### src/rtl/muldiv_unit.sv
// muldiv_unit: multi-cycle RV32M/RV64M multiply/divide functional unit.
// It accepts one tagged operation at a time and returns one tagged result.
// Multiplies complete after a fixed MUL_STAGES cycles.
// Divides use XLEN iterations of restoring division on operand magnitudes.
// Divide-by-zero and signed overflow resolve in a single cycle.
module muldiv_unit #(
    parameter int XLEN       = 32,
    parameter int MUL_STAGES = 2,
    parameter int TAG_W      = 6
) (
    input  logic             clk,
    input  logic             rst_n,
    input  logic             flush,
    input  logic             in_valid,
    output logic             in_ready,
    input  logic [2:0]       in_op,
    input  logic [XLEN-1:0]  in_op1,
    input  logic [XLEN-1:0]  in_op2,
    input  logic [TAG_W-1:0] in_tag,
    output logic             out_valid,
    input  logic             out_ready,
    output logic [XLEN-1:0]  out_result,
    output logic [TAG_W-1:0] out_tag
);

    typedef enum logic [1:0] {
        S_IDLE = 2'd0,
        S_MUL  = 2'd1,
        S_DIV  = 2'd2,
        S_DONE = 2'd3
    } state_t;

    // The counter must reach both the last multiply stage and the final divide step.
    localparam int CNT_MAX = (XLEN > MUL_STAGES) ? XLEN : MUL_STAGES;
    localparam int CNT_W   = $clog2(CNT_MAX + 1);

    localparam logic [CNT_W-1:0] MUL_LAST = CNT_W'(MUL_STAGES - 1);
    localparam logic [CNT_W-1:0] DIV_LAST = CNT_W'(XLEN);

    localparam logic [XLEN-1:0] MOST_NEG = {1'b1, {(XLEN-1){1'b0}}};
    localparam logic [XLEN-1:0] ALL_ONES = {XLEN{1'b1}};

    // Architectural and datapath state.
    state_t             r_state;
    logic [CNT_W-1:0]   r_cnt;
    logic               r_in_ready;
    logic               r_out_valid;
    logic [XLEN-1:0]    r_out_result;
    logic [TAG_W-1:0]   r_out_tag;
    logic [2:0]         r_op;
    logic [XLEN-1:0]    r_op1;
    logic [XLEN-1:0]    r_op2;
    logic [XLEN-1:0]    r_rem;
    logic [XLEN-1:0]    r_quo;
    logic [XLEN-1:0]    r_dvsr;
    logic               r_neg_q;
    logic               r_neg_r;
    logic               r_special;

    // Accept-time divide classification, computed from the raw request.
    logic               w_div_signed;
    logic               w_op1_neg;
    logic               w_op2_neg;
    logic [XLEN-1:0]    w_op1_mag;
    logic [XLEN-1:0]    w_op2_mag;
    logic               w_div_zero;
    logic               w_div_ovf;
    logic [XLEN-1:0]    w_spec_res;

    // Restoring divide step and final sign correction.
    logic [XLEN:0]      w_shift;
    logic [XLEN:0]      w_trial;
    logic               w_fits;
    logic [XLEN-1:0]    w_quo_fin;
    logic [XLEN-1:0]    w_rem_fin;
    logic [XLEN-1:0]    w_div_res;

    // Multiply datapath.
    logic               w_mul_s1;
    logic               w_mul_s2;
    logic [2*XLEN-1:0]  w_a_ext;
    logic [2*XLEN-1:0]  w_b_ext;
    logic [2*XLEN-1:0]  w_prod;
    logic [XLEN-1:0]    w_mul_res;

    assign in_ready   = r_in_ready;
    assign out_valid  = r_out_valid;
    assign out_result = r_out_result;
    assign out_tag    = r_out_tag;

    // Classify an incoming divide: signedness, magnitudes and the single-cycle special cases.
    always_comb begin
        w_div_signed = ~in_op[0];
        w_op1_neg    = w_div_signed & in_op1[XLEN-1];
        w_op2_neg    = w_div_signed & in_op2[XLEN-1];
        // Negating the most negative value yields the same bits, which is the correct unsigned magnitude.
        w_op1_mag    = w_op1_neg ? (~in_op1 + 1'b1) : in_op1;
        w_op2_mag    = w_op2_neg ? (~in_op2 + 1'b1) : in_op2;
        w_div_zero   = (in_op2 == '0);
        w_div_ovf    = w_div_signed && (in_op1 == MOST_NEG) && (in_op2 == ALL_ONES);
        w_spec_res   = ALL_ONES;
        if (w_div_zero) begin
            w_spec_res = in_op[1] ? in_op1 : ALL_ONES;
        end else if (w_div_ovf) begin
            w_spec_res = in_op[1] ? '0 : MOST_NEG;
        end
    end

    // One restoring-division step: shift in the next dividend bit and subtract the divisor if it fits.
    always_comb begin
        w_shift   = {r_rem, r_quo[XLEN-1]};
        w_trial   = w_shift - {1'b0, r_dvsr};
        w_fits    = ~w_trial[XLEN];
        w_quo_fin = r_neg_q ? (~r_quo + 1'b1) : r_quo;
        w_rem_fin = r_neg_r ? (~r_rem + 1'b1) : r_rem;
        w_div_res = r_op[1] ? w_rem_fin : w_quo_fin;
    end

    // Full 2*XLEN product with per-operand sign extension chosen by the multiply variant.
    always_comb begin
        w_mul_s1  = (r_op == 3'd1) || (r_op == 3'd2);
        w_mul_s2  = (r_op == 3'd1);
        w_a_ext   = {{XLEN{w_mul_s1 & r_op1[XLEN-1]}}, r_op1};
        w_b_ext   = {{XLEN{w_mul_s2 & r_op2[XLEN-1]}}, r_op2};
        w_prod    = w_a_ext * w_b_ext;
        w_mul_res = (r_op == 3'd0) ? w_prod[XLEN-1:0] : w_prod[2*XLEN-1:XLEN];
    end

    // Control FSM with registered handshake outputs, plus the divide iteration registers.
    always_ff @(posedge clk or negedge rst_n) begin
        if (!rst_n) begin
            r_state      <= S_IDLE;
            r_cnt        <= '0;
            r_in_ready   <= 1'b1;
            r_out_valid  <= 1'b0;
            r_out_result <= '0;
            r_out_tag    <= '0;
            r_op         <= '0;
            r_op1        <= '0;
            r_op2        <= '0;
            r_rem        <= '0;
            r_quo        <= '0;
            r_dvsr       <= '0;
            r_neg_q      <= 1'b0;
            r_neg_r      <= 1'b0;
            r_special    <= 1'b0;
        end else if (flush) begin
            // Squash whatever is in flight, including an unconsumed result.
            r_state     <= S_IDLE;
            r_cnt       <= '0;
            r_in_ready  <= 1'b1;
            r_out_valid <= 1'b0;
        end else begin
            case (r_state)
                S_IDLE: begin
                    if (in_valid) begin
                        r_op       <= in_op;
                        r_op1      <= in_op1;
                        r_op2      <= in_op2;
                        r_out_tag  <= in_tag;
                        r_in_ready <= 1'b0;
                        r_cnt      <= '0;
                        if (!in_op[2]) begin
                            r_state <= S_MUL;
                        end else begin
                            // Special cases park their answer in the quotient register and
                            // leave DIV after one cycle without iterating.
                            r_state   <= S_DIV;
                            r_special <= w_div_zero | w_div_ovf;
                            r_quo     <= (w_div_zero | w_div_ovf) ? w_spec_res : w_op1_mag;
                            r_rem     <= '0;
                            r_dvsr    <= w_op2_mag;
                            r_neg_q   <= w_op1_neg ^ w_op2_neg;
                            r_neg_r   <= w_op1_neg;
                        end
                    end
                end
                S_MUL: begin
                    if (r_cnt == MUL_LAST) begin
                        r_out_result <= w_mul_res;
                        r_out_valid  <= 1'b1;
                        r_state      <= S_DONE;
                    end else begin
                        r_cnt <= r_cnt + 1'b1;
                    end
                end
                S_DIV: begin
                    if (r_special) begin
                        r_out_result <= r_quo;
                        r_out_valid  <= 1'b1;
                        r_state      <= S_DONE;
                    end else if (r_cnt == DIV_LAST) begin
                        // Sign correction is applied once, after all iterations.
                        r_out_result <= w_div_res;
                        r_out_valid  <= 1'b1;
                        r_state      <= S_DONE;
                    end else begin
                        r_rem <= w_fits ? w_trial[XLEN-1:0] : w_shift[XLEN-1:0];
                        r_quo <= {r_quo[XLEN-2:0], w_fits};
                        r_cnt <= r_cnt + 1'b1;
                    end
                end
                S_DONE: begin
                    if (out_ready) begin
                        r_out_valid <= 1'b0;
                        r_in_ready  <= 1'b1;
                        r_special   <= 1'b0;
                        r_cnt       <= '0;
                        r_state     <= S_IDLE;
                    end
                end
                default: begin
                    r_state    <= S_IDLE;
                    r_in_ready <= 1'b1;
                end
            endcase
        end
    end

endmodule

### config.mk
export PLATFORM = sky130hd
export DESIGN_NAME = muldiv_unit
export DESIGN_NICKNAME = d
export VERILOG_FILES = /design/src/rtl/muldiv_unit.sv
export SDC_FILE = /design/constraint.sdc
export NUM_CORES = 2
export LEC_CHECK = 0
export BUFFER_PORTS_ARGS = -buffer_cell sky130_fd_sc_hd__buf_2
export CELL_PAD_IN_SITES_DETAIL_PLACEMENT = 2
export CELL_PAD_IN_SITES_GLOBAL_PLACEMENT = 2
export CORE_MARGIN = 2
export CORE_UTILIZATION = 35
export CTS_CLUSTER_SIZE = 8
export DETAILED_ROUTE_END_ITERATION = 16
export MAX_ROUTING_LAYER = met4
export PLACE_DENSITY_LB_ADDON = 0.05
export SETUP_SLACK_MARGIN = 0.15
export SLEW_MARGIN = 20
export SYNTH_ARGS = -nofsm -noshare
export SYNTH_HDL_FRONTEND = slang
export SYNTH_SLANG_ARGS = --single-unit
### constraint.sdc
create_clock -name clk -period 10.8 [get_ports clk]
set_input_delay 0.54 -clock clk [delete_from_list [all_inputs] [get_ports clk]]
set_output_delay 0.54 -clock clk [all_outputs]
set_load 0.02 [all_outputs]
==> impl_metrics.env <==
export IMPL_status="finished clean"
export IMPL_place_detailed_hpwl_um=164000
export IMPL_fp_coreArea_um2=149000
export IMPL_finalHoldViolCount=0
export IMPL_fp_row_count=142
export IMPL_final_setup_tns_ps=0
export IMPL_post_synth_instance_area_um2=52400
export IMPL_pre_cts_setup_slack_ps=1270
export IMPL_mostFrequentLayoutCell="inv_1"
export IMPL_final_layout_size_suffix_gt1_share_pct=6.85
export IMPL_synth_flop_cell="dfrtp_1"
export IMPL_gpl_final_weighted_congestion=0.884
export IMPL_synth_fp_nets=7437
export IMPL_number_of_vias_after_detailed_routing=40900
export IMPL_cp_required_ps=11230
export IMPL_final_net_count=7362
export IMPL_reg2reg_setup_slack_ps=1330
export IMPL_final_min_period_over_clock_period_pct=87.7
export IMPL_synth_ff_latch_count=214
export IMPL_total_die_area_um2=153000
export IMPL_route_detailed_wl_per_inst_um=24.7
export IMPL_avgSynthCellArea_um2=8.77
export IMPL_critical_path_n_buffers_inverters=8
export IMPL_drt_drc_violations_left=0
export IMPL_gr_total_overflow=0
export IMPL_cts_root_buf="clkbuf_16"
export IMPL_critical_path_top_delay_family="adder cells"
export IMPL_post_cts_hold_buffer_count=0
export IMPL_cpMostUsedCell="fa_1"
export IMPL_tightest_slew_ps=1160
export IMPL_crit_path_top_delay_cell="fa_1"
export IMPL_clock_insertion_delay_worst_skew_ps=580
export IMPL_slowest_delay_ps=790
export IMPL_postLayoutSetupSlackWorst_ps=1330
export IMPL_r2r_start="r_op[1]"
export IMPL_final_cell_mix="1,238 x inv_1, 1,126 x fa_1, 989 x nand2_1, 316 x and2_1, 255 x ha_1"
export IMPL_start_kind="register"
export IMPL_count_of_flip_flops_with_a_built_in_enable_after_synthesis=0
export IMPL_final_skew_ps=50.0
export IMPL_htree_num_levels=2
export IMPL_yosysWarnings=0
export IMPL_totalWireLength_um=194000
export IMPL_synthAdderAreaFrac_pct=49.1
export IMPL_wire_length_of_the_first_global_routing_pass_um=302000
export IMPL_tritoncts="done"
export IMPL_yosysUniqueCellTypes=78
export IMPL_crit_type="register to register"
export IMPL_antenna_found_initial=9
export IMPL_globalRouteTotalUtil_pct=26.9
export IMPL_simple_gate_share_of_the_synthesized_area_pct=15.3
export IMPL_start_util_pct=35.1
export IMPL_r2r_cells=27
export IMPL_dominant_combinational_cell_family_by_area_after_synthesis="adder cells"
export IMPL_clock_sink_count=214
export IMPL_drt_iter0_drc=1736
export IMPL_drtPass1Iterations=5
export IMPL_grt_setup_unrepaired="no"
export IMPL_seq_total_area_yosys_pct=10.2
export IMPL_asyncSetResetFlopFracSynth_pct=100
export IMPL_clock_tree_buffer_depth=3
export IMPL_synth_compound_area_share_pct=9.20
export IMPL_port_buffers=117
export IMPL_critical_path_endpoint_type="register"
export IMPL_cts_inserted_buffers=35
export IMPL_post_cts_repair_setup_buffers=0
export IMPL_synthXorXnorAreaFrac_pct=2.57
export IMPL_boundaryPins=118
export IMPL_drt_antenna_violating_nets=0
export IMPL_die_width_um=391
export IMPL_synth_area_mux_share_pct=2.23
export IMPL_pins_over_slew_limit=0
export IMPL_clkTransAtPathRegs_ps=50
export IMPL_number_of_instances_in_the_synthesized_netlist=5977
export IMPL_timing_critical_path_arrival_ps=9900
export IMPL_number_of_global_route_vias_before_repair=47800
export IMPL_area_growth_syn_to_layout_pct=7.13
export IMPL_die_height_um=391
export IMPL_slew_limit_headroom_pct=22.7
export IMPL_r2r_end="out_result[28]"
export IMPL_timing_final_setup_violations=0
export IMPL_nFillCells=16700
export IMPL_holdCritPathClass="primary input to asynchronous set/reset pin"
export IMPL_fmax_mhz=106
export IMPL_period_minus_slack_ps=9470
export IMPL_critical_path_max_fanout=31
export IMPL_cts_repair_resize_count=0
export IMPL_grt_max_degree=98
export IMPL_detail_route_vias_per_cell=5.20
export IMPL_maxCapViolCount=0
==> worst reg2reg max path, stage by stage, from the launching register on <==
cell,delay [ps]
dfrtp_1,440
xnor2_1,280
nor3b_2,70
buf_4,250
nand2_1,210
inv_1,110
fa_1,540
inv_1,140
fa_1,570
inv_1,70
fa_1,790
inv_1,340
fa_1,690
inv_1,500
fa_1,550
fa_1,510
fa_1,500
inv_1,50
fa_1,470
inv_1,40
ha_1,380
and3_1,260
a221o_1,320
a21o_1,190
nor3_1,510
o31ai_1,160
xnor2_1,150
o31ai_1,250
==> through the flow <==
step | area [µm²] | utilization, % | std cells | hold slack, ps
global placement | 55100 | 36.9 | 7808 | 460
finish | 56200 | 37.6 | 7862 | 13.5
global route | 56200 | 37.6 | 7861 | 79.5
floorplan | 52400 | - | 5977 | 244
detailed placement | 55100 | 36.9 | 7808 | 475
CTS | 56200 | 37.6 | 7858 | 82.1
==> layout make-up <==
class,count,area (µm²),share of cell area [%]
sequential,214,5370,9.55
tap,1944,2430,4.33
timing repair buffer,235,1490,2.64
multi-input combinational,4178,41200,73.2
clock inverter,8,183,0.325
clock buffer,42,912,1.62
inverter,1238,4650,8.27
antenna,3,7.51,0.0134
==> kinds of logic after synthesis <==
family          after synthesis
simple gates               1753
buf+inv                    1585
xor+xnor                    154
fa+ha+maj                  1382
mux                         107
compound gates              782
flops                       214
==> flip-flops by register name (all words and copies together) (netlist names) <==
name / flops
r_special: 1
r_op2: 32
r_rem: 32
r_cnt: 6
r_neg_q: 1
out_tag: 6
out_result: 32
r_neg_r: 1
r_quo: 32
r_op: 3
in_ready: 1
out_valid: 1
r_state: 2
r_dvsr: 32
r_op1: 32
==> metal layers <==
metal	up-vias	track usage, %	part of all wire, %
met3	130	1.67	1.9
met4	0	4.24	1.5
met2	414	48.0	52
li1	18100	-	-
met1	22300	34.2	44
met5	-	-	0
==> how the worst max path moves through the flow <==
stage | start | end | slack [ps] | depth (start not counted)
after CTS | r_op[1] | out_result[28] | 1250 | 27
after floorplan | r_op[0] | out_result[28] | 2530 | 27
after detailed placement | r_op[1] | out_result[20] | 1270 | 27
after global routing | r_op[1] | out_result[28] | 610 | 27
final | r_op[1] | out_result[28] | 1330 | 27
after global placement | r_op[1] | out_result[20] | 1460 | 27
==> Yosys cell counts, drive strengths merged (31+ instances only) <==
cell type	count	area, µm²
nand4	31	194
xor2	60	526
dfrtp	213	5330
fa	1126	22500
a21oi	206	1030
nand2	989	3710
clkbuf	333	1250
nand3	35	175
inv	1238	4650
nor3	52	265
nor2	183	687
ha	256	3200
a21o	52	390
o21ai	249	1250
o31ai	41	322
and2	317	1980
a31oi	33	206
xnor2	94	823
mux2	79	890
Power is not shown: default switching activity piles up to over one toggle a cycle in this logic, so the estimate is an artifact.
